**src/rtl/timer_bank.sv**
```systemverilog
// rtl/timer_bank.sv - bank of NUM_CH independent prescaled down-counting timers
// Ports:
//   clk        : clock
//   reset      : synchronous, active-high reset
//   addr       : word address, [CH_BITS+1:2] channel, [1:0] register
//   we         : register write strobe
//   write_data : register write data
//   read_data  : combinational read of the addressed register
//   irq        : per-channel interrupt, PEND & IM
module timer_bank #(
  parameter int NUM_CH    = 2,
  parameter int CNT_WIDTH = 32,
  parameter int CH_BITS   = (NUM_CH > 1) ? $clog2(NUM_CH) : 1
) (
  input  logic               clk,
  input  logic               reset,
  input  logic [CH_BITS+1:0] addr,
  input  logic               we,
  input  logic [31:0]        write_data,
  output logic [31:0]        read_data,
  output logic [NUM_CH-1:0]  irq
);

  localparam logic [1:0] REG_CTRL     = 2'd0;
  localparam logic [1:0] REG_PRESET   = 2'd1;
  localparam logic [1:0] REG_COUNT    = 2'd2;
  localparam logic [1:0] REG_PRESCALE = 2'd3;

  // S_PAUSE is the idle state entered by disabling mid-count; a later EN=1
  // write resumes counting from the frozen value instead of reloading.
  typedef enum logic [1:0] {S_IDLE, S_LOAD, S_CNT, S_PAUSE} state_e;

  state_e                              state_q [NUM_CH];
  state_e                              state_d [NUM_CH];
  logic [NUM_CH-1:0]                   en_q, en_d;
  logic [NUM_CH-1:0][1:0]              mode_q, mode_d;
  logic [NUM_CH-1:0]                   im_q, im_d;
  logic [NUM_CH-1:0]                   pend_q, pend_d;
  logic [NUM_CH-1:0][CNT_WIDTH-1:0]    preset_q, preset_d;
  logic [NUM_CH-1:0][CNT_WIDTH-1:0]    count_q, count_d;
  logic [NUM_CH-1:0][CNT_WIDTH-1:0]    prescale_q, prescale_d;
  logic [NUM_CH-1:0][CNT_WIDTH-1:0]    pcnt_q, pcnt_d;

  logic [NUM_CH-1:0]                   ch_wr;
  logic [NUM_CH-1:0]                   expire;

  // Channel indices >= NUM_CH never match, so out-of-range writes are dropped
  // and out-of-range reads fall through to zero.
  always_comb begin
    ch_wr  = '0;
    expire = '0;
    for (int c = 0; c < NUM_CH; c++) begin
      ch_wr[c]  = we && (addr[CH_BITS+1:2] == CH_BITS'(c));
      // Expiry waits for a prescaler tick with COUNT already at zero.
      expire[c] = (state_q[c] == S_CNT) && (pcnt_q[c] == prescale_q[c]) &&
                  (count_q[c] == '0);
    end
  end

  always_comb begin
    en_d       = en_q;
    mode_d     = mode_q;
    im_d       = im_q;
    pend_d     = pend_q;
    preset_d   = preset_q;
    count_d    = count_q;
    prescale_d = prescale_q;
    pcnt_d     = pcnt_q;
    for (int c = 0; c < NUM_CH; c++) begin
      state_d[c] = state_q[c];

      case (state_q[c])
        S_LOAD: begin
          count_d[c] = preset_q[c];
          pcnt_d[c]  = '0;
          state_d[c] = S_CNT;
        end
        S_CNT: begin
          if (pcnt_q[c] == prescale_q[c]) begin
            pcnt_d[c] = '0;
            if (count_q[c] != '0) count_d[c] = count_q[c] - 1'b1;
          end else begin
            pcnt_d[c] = pcnt_q[c] + 1'b1;
          end
        end
        default: ;
      endcase

      if (expire[c]) begin
        pend_d[c] = 1'b1;
        if (mode_q[c] == 2'b01) begin
          state_d[c] = S_LOAD;
        end else begin
          en_d[c]    = 1'b0;
          state_d[c] = S_IDLE;
        end
      end

      if (ch_wr[c]) begin
        case (addr[1:0])
          REG_CTRL: begin
            mode_d[c] = write_data[2:1];
            im_d[c]   = write_data[3];
            // Write-1-to-clear loses against a same-cycle expiry.
            if (write_data[4]) pend_d[c] = expire[c];
            if (!write_data[0]) begin
              en_d[c]    = 1'b0;
              count_d[c] = count_q[c];
              pcnt_d[c]  = pcnt_q[c];
              state_d[c] = ((state_q[c] == S_CNT && !expire[c]) ||
                            state_q[c] == S_PAUSE) ? S_PAUSE : S_IDLE;
            end else if (write_data[5] || state_q[c] == S_IDLE) begin
              en_d[c]    = 1'b1;
              state_d[c] = S_LOAD;
            end else if (state_q[c] == S_PAUSE) begin
              en_d[c]    = 1'b1;
              state_d[c] = S_CNT;
            end
          end
          REG_PRESET:   preset_d[c]   = write_data[CNT_WIDTH-1:0];
          REG_PRESCALE: prescale_d[c] = write_data[CNT_WIDTH-1:0];
          default: ;
        endcase
      end
    end
  end

  always_ff @(posedge clk) begin
    if (reset) begin
      en_q       <= '0;
      mode_q     <= '0;
      im_q       <= '0;
      pend_q     <= '0;
      preset_q   <= '0;
      count_q    <= '0;
      prescale_q <= '0;
      pcnt_q     <= '0;
      for (int c = 0; c < NUM_CH; c++) state_q[c] <= S_IDLE;
    end else begin
      en_q       <= en_d;
      mode_q     <= mode_d;
      im_q       <= im_d;
      pend_q     <= pend_d;
      preset_q   <= preset_d;
      count_q    <= count_d;
      prescale_q <= prescale_d;
      pcnt_q     <= pcnt_d;
      for (int c = 0; c < NUM_CH; c++) state_q[c] <= state_d[c];
    end
  end

  always_comb begin
    read_data = '0;
    for (int c = 0; c < NUM_CH; c++) begin
      if (addr[CH_BITS+1:2] == CH_BITS'(c)) begin
        case (addr[1:0])
          REG_CTRL:     read_data = {27'd0, pend_q[c], im_q[c], mode_q[c], en_q[c]};
          REG_PRESET:   read_data = 32'(preset_q[c]);
          REG_COUNT:    read_data = 32'(count_q[c]);
          REG_PRESCALE: read_data = 32'(prescale_q[c]);
          default:      read_data = '0;
        endcase
      end
    end
  end

  assign irq = pend_q & im_q;

  generate
    if (CNT_WIDTH < 32) begin : g_unused_wd
      logic unused_wd_hi;
      assign unused_wd_hi = ^write_data[31:CNT_WIDTH];
    end
  endgenerate

endmodule

```
**config.mk**
```make
export PLATFORM = sky130hd
export DESIGN_NAME = timer_bank
export DESIGN_NICKNAME = d
export VERILOG_FILES = /design/src/rtl/timer_bank.sv
export SDC_FILE = /design/constraint.sdc
export NUM_CORES = 1
export LEC_CHECK = 0
export ABC_AREA = 1
export CAP_MARGIN = 0
export CORE_MARGIN = 5
export CORE_UTILIZATION = 30
export CTS_CLUSTER_SIZE = 16
export DETAILED_ROUTE_END_ITERATION = 12
export PLACE_DENSITY = 0.48
export SYNTH_ARGS = -nofsm -noshare
export SYNTH_HDL_FRONTEND = slang
export SYNTH_SLANG_ARGS = --single-unit
export TNS_END_PERCENT = 100
```
**constraint.sdc**
```tcl
create_clock -name clk -period 2.43 [get_ports clk]
set_input_delay 0.486 -clock clk [delete_from_list [all_inputs] [get_ports clk]]
set_output_delay 0.486 -clock clk [all_outputs]
set_load 0.02 [all_outputs]
```
# [After elaboration in Yosys (flattened, before gate mapping)]
# Memories as Yosys holds them, arrays and structs flattened.
# Index checks and enable logic that the tools add are counted.
[classes] bitwise=4 n_reduce_logical=27 mux=70 add_sub_neg=4 n_eq_ne=15
[ops] cell="$mux 32" count=19
[ops] cell="$pmux 32 s2" count=4
[ops] cell="$pmux 32 s4" count=2
[ops] cell="$add 32x1->32 const B" count=2
[ops] cell="$eq 32x32->1" count=2
[ops] cell="$logic_not 32->1" count=2
[ops] cell="$reduce_bool 32->1" count=2
[ops] cell="$sub 32x1->32 const B" count=2
[ops] cell="$mux 2" count=18
[ops] cell="$mux 1" count=27
[ops] cell="$eq 2x2->1 const B" count=6
[ops] cell="$reduce_and 2->1" count=6
[ops] cell="$eq 2x1->1 const B" count=5
[ops] cell="$logic_and 1x1->1" count=8
[ops] cell="$logic_not 2->1" count=3
[ops] cell="$ne 3x3->1 const B" count=2
[ops] cell="$logic_or 1x1->1" count=4
[ops] cell="$and 2x2->2" count=1
[ops] cell="$logic_not 1->1" count=2
[ops] cell="$or 1x1->1" count=2
[ops] cell="$not 1->1" count=1
[totals] memories=1 ramBits=4 register_bits=266 inputBits=38 word_cells=135 output_inout_bits=34
[memory_table] memory="state_q" words=2 width=2 read_ports=2 rd_ports_with_merged_regs=0 wr=2 line="33" text="state_e state_q [NUM_CH];"

# [Longest topological paths before layout]
# Gate-level depths: netlist (run 1).
# An unclocked memory read counts as a cell.
[logic_depth] ltp_word=12 ltp_mapped=16 depth_no_buf=15

# [Worst setup path after synthesis (run 1)]
# Ideal clock, no wire load.
[synth_path] kind="input -> output" start="input port addr[1]" end="output port read_data[2]" setup_slack_ns=0.239 arrival_ns=1.705 required_ns=1.944 path_buffers=1 path_stages=7 cell_sequence="inv_2 > nor2_1 > clkinv_1 > clkbuf_1 > o22ai_1 > a221oi_1 > o21ai_0"
[synth_between] elab_chain_cells=3 word_cells_on_any_way=7 cone_classes="3 x eq/ne; 3 x mux; 1 x reduce/logical"
[synth_rtl] item="from (decl)" line="17" text="input logic [CH_BITS+1:0] addr,"
[synth_rtl] item="$eq 2x2->1, or another cell as far along" line="156" text="case (addr[1:0])"
[synth_rtl] item="$pmux 32 s4" line="156"
[synth_rtl] item="$mux 32 (*)" line="155" text="if (addr[CH_BITS+1:2] == CH_BITS'(c)) begin"
[synth_rtl] item="to (decl)" line="20" text="output logic [31:0] read_data,"
# Mark *: on every way between the ends. The rest lies on a longest branch, timed or not.

# [Worst setup path in the final report (run 1)]
[layout_path] start="input port addr[1]" end="output port read_data[13]"
# Same word-level chain as after synthesis.

==> impl_metrics.tcl, run 1 <==
set metrics [dict create \
    status "finished clean" \
    die_y_um 241 \
    htree_levels 2 \
    slew_violations 0 \
    worst_ep_arrival_time_ns 1.91 \
    ys_async_sr_fraction 0 \
    first_pass_iters 6 \
    antennaDiodeCount 0 \
    grt_antenna_before_repair 1 \
    synth.ff_latch_count 270 \
    grt_remaining_overflow 0 \
    antenna_left 0 \
    grt_start_max_net_pins 62 \
    first_global_vias 16700 \
    achievable-frequency_mhz 417 \
    cts_root_buffer "sky130_fd_sc_hd__clkbuf_16" \
    area_growth_pct 24.7 \
    routed_wire_length_per_instance_um 19.7 \
    drcViolationCount 0 \
    post_synth_main_area_contributors "sky130_fd_sc_hd__dfxtp_1 (34%), sky130_fd_sc_hd__nand2_1 (17%), sky130_fd_sc_hd__nor2_1 (9.0%)" \
    dominantRegCellSynth "sky130_fd_sc_hd__dfxtp_1" \
    clkSinkCount 270 \
    finalClockSkew_ns 0.0234 \
    postSynthNetCount 2687 \
    period_minus_slack_ns 2.40 \
    initial_core_utilization 0.304 \
    grt_first_pass_wirelength_um 103000 \
    critPathMostFrequentCell "sky130_fd_sc_hd__buf_4" \
    critical_path.max_fanout 10 \
    ys_warn_count 0 \
    report.final.hold_viol_count 0 \
    yosysSeqAreaShare 0.337 \
    synth.cells.most_frequent "sky130_fd_sc_hd__nand2_1 (725), sky130_fd_sc_hd__nor2_1 (383), sky130_fd_sc_hd__inv_1 (308), sky130_fd_sc_hd__dfxtp_1 (270), sky130_fd_sc_hd__o21ai_0 (263)" \
    post_synthesis_cell_type_with_the_largest_combined_area "sky130_fd_sc_hd__dfxtp_1" \
    clkSlewWorstSetupHoldPaths_ns 0.05 \
    synth-edff-count 0 \
    post_synth_inst_count 2637 \
    syn_area_per_cell_um2 6.08 \
    tritoncts "built" \
    first_iter_violations 1469 \
    ratio_of_total_power_to_cell_area_nw_per_um2 627 \
    std_cell_rows 84 \
    pre_cts_ws_ns -0.761 \
    slowest_delay_ns 0.21 \
    core-area_um2 52800 \
    route.final.wire_length_um 69400 \
    critical_path_class "in2out" \
    vias 17900 \
    setup_ws_ns 0.0296 \
    gp_congestion 0.927 \
    final_layout_size_suffix_gt1_frac 0.116 \
    layout_worst_path_cycle_share 0.988 \
    finish.net_count 2854 \
    insertion_delay_ns 0.56 \
    timing.critical_path.slowest_stage_cell "sky130_fd_sc_hd__clkdlybuf4s15_2" \
    fp.dieW_um 241 \
    end_kind "output pin" \
    slew_worst_pin_ns 0.955 \
    setup_viol_count_final 0 \
    post-dp-hpwl_um 53000 \
    static-leakage-power_nw 8.46 \
    cts-hold-fix-buffers 0 \
    worst-endpoint-required_ns 1.94 \
    synth.most_common_cell "sky130_fd_sc_hd__nand2_1" \
    post_synth_instance_area_um2 16000 \
    critPathLaunchType "input pin" \
    max-clock-path-buffers 3 \
    io_pins 72 \
    n_fill_cell 5714 \
    power.ir.vdd_worst_uv 397 \
    setup_repair_after_global_routing_missed_its_margin "true" \
    groute.usage.overall 0.233 \
    relative_slew_margins 0.363 \
    worstHoldPathType "reg2reg" \
    synth_top_area_share 0.337 \
    final.setup.tns_ns 0 \
    yosys.cell_types.count 44 \
    vias_per_cell 5.09 \
    io_buffer_count 71 \
    die_area_um2 58200 \
    cp_cell_instances "clkdlybuf4s15_2 -> inv_2 -> nor2_4 -> clkinv_4 -> clkbuf_16 -> o22ai_1 -> a21oi_1 -> o21ai_0 -> buf_4 -> buf_4" \
    cts_made_buffers 36 \
    timing.max_cap.violations 0 \
]
## worst paths after layout
check | startpoint | endpoint | slack (ns) | cells after the start
max reg2reg | state_q[0][2] | state_q[0][2] | 0.14 | 16
max | addr[1] | read_data[13] | 0.03 | 10
min reg2reg | count_q[1] | count_q[1] | 0.47 | 2
min | count_q[1] | count_q[1] | 0.47 | 2
## registers in the layout, indices dropped and copies added (netlist names)
name        cells
state_q         4
im_q            2
pend_q          2
prescale_q     64
count_q        64
mode_q          4
preset_q       64
pcnt_q         64
en_q            2
## metal layers
metal / GRT usage / routed length (um) / up-vias / share of wire
li1: - / - / 8838 / -
met1: 0.332 / 32700 / 8335 / 0.47
met2: 0.349 / 29100 / 600 / 0.42
met3: 0.0462 / 5070 / 112 / 0.073
met4: 0.0827 / 2490 / 2 / 0.036
met5: 0 / 13 / - / 0.00019
## cell usage in the layout, fill, tap and decap left out, types with 4 or more instances in the layout
cell type | synthesis | final
sky130_fd_sc_hd__a221oi_2 | 0 | 10
sky130_fd_sc_hd__a21oi_1 | 204 | 204
sky130_fd_sc_hd__nor3_1 | 51 | 49
sky130_fd_sc_hd__nor2_2 | 5 | 11
sky130_fd_sc_hd__buf_12 | 0 | 18
sky130_fd_sc_hd__o22ai_1 | 49 | 46
sky130_fd_sc_hd__clkdlybuf4s50_1 | 0 | 35
sky130_fd_sc_hd__buf_6 | 3 | 5
sky130_fd_sc_hd__buf_4 | 0 | 158
sky130_fd_sc_hd__xnor2_1 | 5 | 5
sky130_fd_sc_hd__clkbuf_1 | 85 | 9
sky130_fd_sc_hd__nand3_1 | 80 | 80
sky130_fd_sc_hd__o21ai_1 | 1 | 21
sky130_fd_sc_hd__o221ai_2 | 0 | 4
sky130_fd_sc_hd__inv_2 | 6 | 8
sky130_fd_sc_hd__nand2_2 | 4 | 5
sky130_fd_sc_hd__nor2_1 | 383 | 375
sky130_fd_sc_hd__nand4_1 | 32 | 32
sky130_fd_sc_hd__xor2_1 | 45 | 45
sky130_fd_sc_hd__nor4_1 | 8 | 8
sky130_fd_sc_hd__o21ai_0 | 263 | 240
sky130_fd_sc_hd__o221ai_1 | 8 | 4
sky130_fd_sc_hd__clkbuf_16 | 0 | 39
sky130_fd_sc_hd__nor3b_1 | 7 | 7
sky130_fd_sc_hd__clkinv_2 | 0 | 8
sky130_fd_sc_hd__a31oi_1 | 4 | 4
sky130_fd_sc_hd__nor3_2 | 4 | 6
sky130_fd_sc_hd__ha_1 | 12 | 10
sky130_fd_sc_hd__nand2_1 | 725 | 723
sky130_fd_sc_hd__dfxtp_1 | 270 | 270
sky130_fd_sc_hd__inv_1 | 308 | 303
sky130_fd_sc_hd__a211oi_1 | 9 | 9
sky130_fd_sc_hd__buf_2 | 21 | 15
sky130_fd_sc_hd__and2_1 | 4 | 4
## worst max-delay path: cells and delay by family
| kind | cells | cell delay [ns] |
|---|---|---|
| AOI/OAI and AO/OA | 3 | 0.36 |
| buffers and inverters | 6 | 0.92 |
| and+or+nand+nor | 1 | 0.14 |
## through the flow
step	area (um2)	cells	util	hold WS (ns)	power (W)
final	20000	3517	0.379	0.467	0.0125
after global placement	18600	3446	0.352	0.452	0.00710
after CTS	19800	3515	0.376	0.456	0.0126
after floorplan	16000	2637	-	0.431	0.00607
after global routing	20000	3517	0.379	0.488	0.0131
after detailed placement	18600	3446	0.352	0.459	0.00711
## what timing repair did
| item | CTS | global route |
|---|---|---|
| cloned | 4 | 2 |
| buffers inserted | 2 | 1 |
| gates resized for setup | 190 | 59 |
| pin swaps | 4 | 6 |
| setup endpoints to repair | 33 | 63 |
## cell families after synthesis
logic type / synth area share
DFF: 0.337
muxes: 0.000624
adders and majority gates: 0.00937
and+or+nand+nor: 0.335
xor gates and xnor gates: 0.0273
AOI/OAI and AO/OA: 0.187
buffers and inverters: 0.103
## cell type report
class                   count  area (um2)  share of cell area
multi-input cells        1939        9160               0.458
well taps                 688         861              0.0431
inverters                 318        1210              0.0606
flip-flops and latches    270        5410               0.270
clock inverters            14         156             0.00783
clock buffers              49        1000              0.0501
repair buffers            239        2190               0.110
## where the power goes
part	switching, W	leakage, nW	internal (W)
combinational	0.00163	5.70	0.000852
clock	0.00218	0.575	0.00321
sequential	0.000104	2.19	0.00455
Power figures use the tool's default switching activity.
==> inputs of run 2 (changes only) <==
--- a/config.mk
+++ b/config.mk
@@ -6,12 +6,12 @@
 export NUM_CORES = 1
 export LEC_CHECK = 0
 export ABC_AREA = 1
-export CAP_MARGIN = 0
+export CAP_MARGIN = 20
 export CORE_MARGIN = 5
 export CORE_UTILIZATION = 30
 export CTS_CLUSTER_SIZE = 16
 export DETAILED_ROUTE_END_ITERATION = 12
-export PLACE_DENSITY = 0.48
+export PLACE_DENSITY = 0.47
 export SYNTH_ARGS = -nofsm -noshare
 export SYNTH_HDL_FRONTEND = slang
 export SYNTH_SLANG_ARGS = --single-unit
==> constraint.sdc (replaced) <==
create_clock -name clk -period 2.55 [get_ports clk]
set_input_delay 0.51 -clock clk [delete_from_list [all_inputs] [get_ports clk]]
set_output_delay 0.51 -clock clk [all_outputs]
set_load 0.02 [all_outputs]
==> impl_metrics.tcl, run 2 (same netlist as run 1, synthesis figures left out) <==
set metrics [dict create \
    status "finished clean" \
    core-area_um2 52800 \
    numPlacedInstances 3446 \
    gp_congestion 0.936 \
    finish.cell_count_without_fillers 3510 \
    antenna_left 0 \
    n_fill_cell 5837 \
    routed_wire_length_per_instance_um 20.4 \
    cts_root_buffer "sky130_fd_sc_hd__clkbuf_16" \
    post-dp-hpwl_um 55900 \
    worst_ep_arrival_time_ns 2.00 \
    static-leakage-power_nw 8.34 \
    tritoncts "built" \
    route.final.wire_length_um 71700 \
    htree_levels 2 \
    io_buffer_count 71 \
    power.ir.vdd_worst_uv 746 \
    critical_path_class "in2out" \
    vias 17900 \
    max-clock-path-buffers 3 \
    finalClockSkew_ns 0.0166 \
    die_y_um 241 \
    clkSlewWorstSetupHoldPaths_ns 0.06 \
    vias_per_cell 5.11 \
    report.power.total_w 0.0118 \
    utilization_after_layout 0.374 \
    finish.net_count 2848 \
    ratio_of_total_power_to_cell_area_nw_per_um2 599 \
    cts_made_buffers 36 \
    relative_slew_margins 0.371 \
    achievable-frequency_mhz 399 \
    report.final.hold_viol_count 0 \
    hold-worst-slack_ns 0.451 \
    final_layout_size_suffix_gt1_frac 0.107 \
    grt_remaining_overflow 0 \
    area_growth_pct 23.1 \
    die_area_um2 58200 \
    period_minus_slack_ns 2.51 \
    first_pass_iters 6 \
    first_iter_violations 1586 \
    fp.dieW_um 241 \
    first_global_vias 16900 \
    setup_viol_count_final 0 \
    worstHoldPathType "in2reg" \
    layout_common_cells "sky130_fd_sc_hd__nand2_1 (724), sky130_fd_sc_hd__nor2_1 (378), sky130_fd_sc_hd__inv_1 (304)" \
    layout_worst_path_cycle_share 0.982 \
    groute.usage.overall 0.243 \
    worst-endpoint-required_ns 2.04 \
    grt_start_max_net_pins 62 \
    timing.max_cap.violations 0 \
    initial_core_utilization 0.304 \
    insertion_delay_ns 0.56 \
    critical_path.max_fanout 7 \
    slew_violations 0 \
    grt_antenna_before_repair 1 \
    std_cell_rows 84 \
    end_kind "output pin" \
    io_pins 72 \
    clkSinkCount 270 \
    grt_first_pass_wirelength_um 108000 \
    setup_repair_after_global_routing_missed_its_margin "true" \
    critPathLaunchType "input pin" \
    layout_commonest_cell "sky130_fd_sc_hd__nand2_1" \
    slew_worst_pin_ns 0.943 \
    drcViolationCount 0 \
]
run 2: changes by cell type in the layout (fill, tap and decap cells not counted), sizes merged:
cell           previous run  this run
bufinv                    3         1
dlymetal6s2s              1         0
dlygate4sd2               0         2
diode                     0         1
inv                     317       316
clkbuf                   52        68
clkinv                   12         8
clkdlybuf4s15             1         4
bufbuf                    0         1
buf                     199       177
run 2: through the flow:
step	setup TNS, ns	worst slack, ns	area, um2
floorplan	0	0.311	16000
global placement	-64.76	-0.847	18600
detailed placement	-68.91	-0.803	18600
CTS	0	0.00532	19800
global route	-0.0564	-0.0464	19700
finish	0	0.0448	19700
run 2: report_power, final:
group | leakage (nW) | internal (W) | switching [W] | total (W)
sequential | 2.19 | 0.00434 | 0.000105 | 0.00444
combinational | 5.60 | 0.000787 | 0.00155 | 0.00234
clock | 0.557 | 0.00296 | 0.00208 | 0.00504
total | 8.34 | 0.00809 | 0.00373 | 0.0118
run 2: critical path, cell delays in order:
cell                              delay (ns)
sky130_fd_sc_hd__clkdlybuf4s15_2        0.23
sky130_fd_sc_hd__inv_2                  0.05
sky130_fd_sc_hd__buf_4                  0.13
sky130_fd_sc_hd__nand2_2                0.13
sky130_fd_sc_hd__buf_4                  0.19
sky130_fd_sc_hd__o21ai_0                0.12
sky130_fd_sc_hd__a221oi_2               0.23
sky130_fd_sc_hd__o22ai_2                0.14
sky130_fd_sc_hd__clkdlybuf4s15_2        0.27
run 2: path summary, 6_finish.rpt:
| path | from | endpoint | slack (ns) | cells past startpoint |
|---|---|---|---|---|
| min reg2reg | count_q[63] | count_q[63] | 0.47 | 2 |
| max reg2reg | count_q[0] | count_q[23] | 0.21 | 12 |
| max | addr[1] | read_data[0] | 0.04 | 9 |
| min | reset | prescale_q[15] | 0.45 | 4 |
run 2: timing repair:
action                     CTS  global route
resized for setup          105            73
hold buffers                 0             0
pin swaps                    3             3
cloned                       1             0
setup buffers                1             0
setup endpoints to repair   32            55
run 2: layout make-up:
cell class	count	area [um2]	area share
diodes	1	2.50	0.000127
clock buffers	54	1060	0.0537
clock inverters	7	67.6	0.00342
inverters	318	1200	0.0607
multi-input cells	1939	9080	0.460
flip-flops and latches	270	5410	0.274
well taps	688	861	0.0436
repair buffers	233	2060	0.104
run 2: metal layers:
metal,up-vias,global-route usage,part of all wire
li1,8823,-,-
met1,8466,0.352,0.48
met2,566,0.381,0.44
met3,93,0.0376,0.060
met4,0,0.0537,0.023
met5,-,0,0
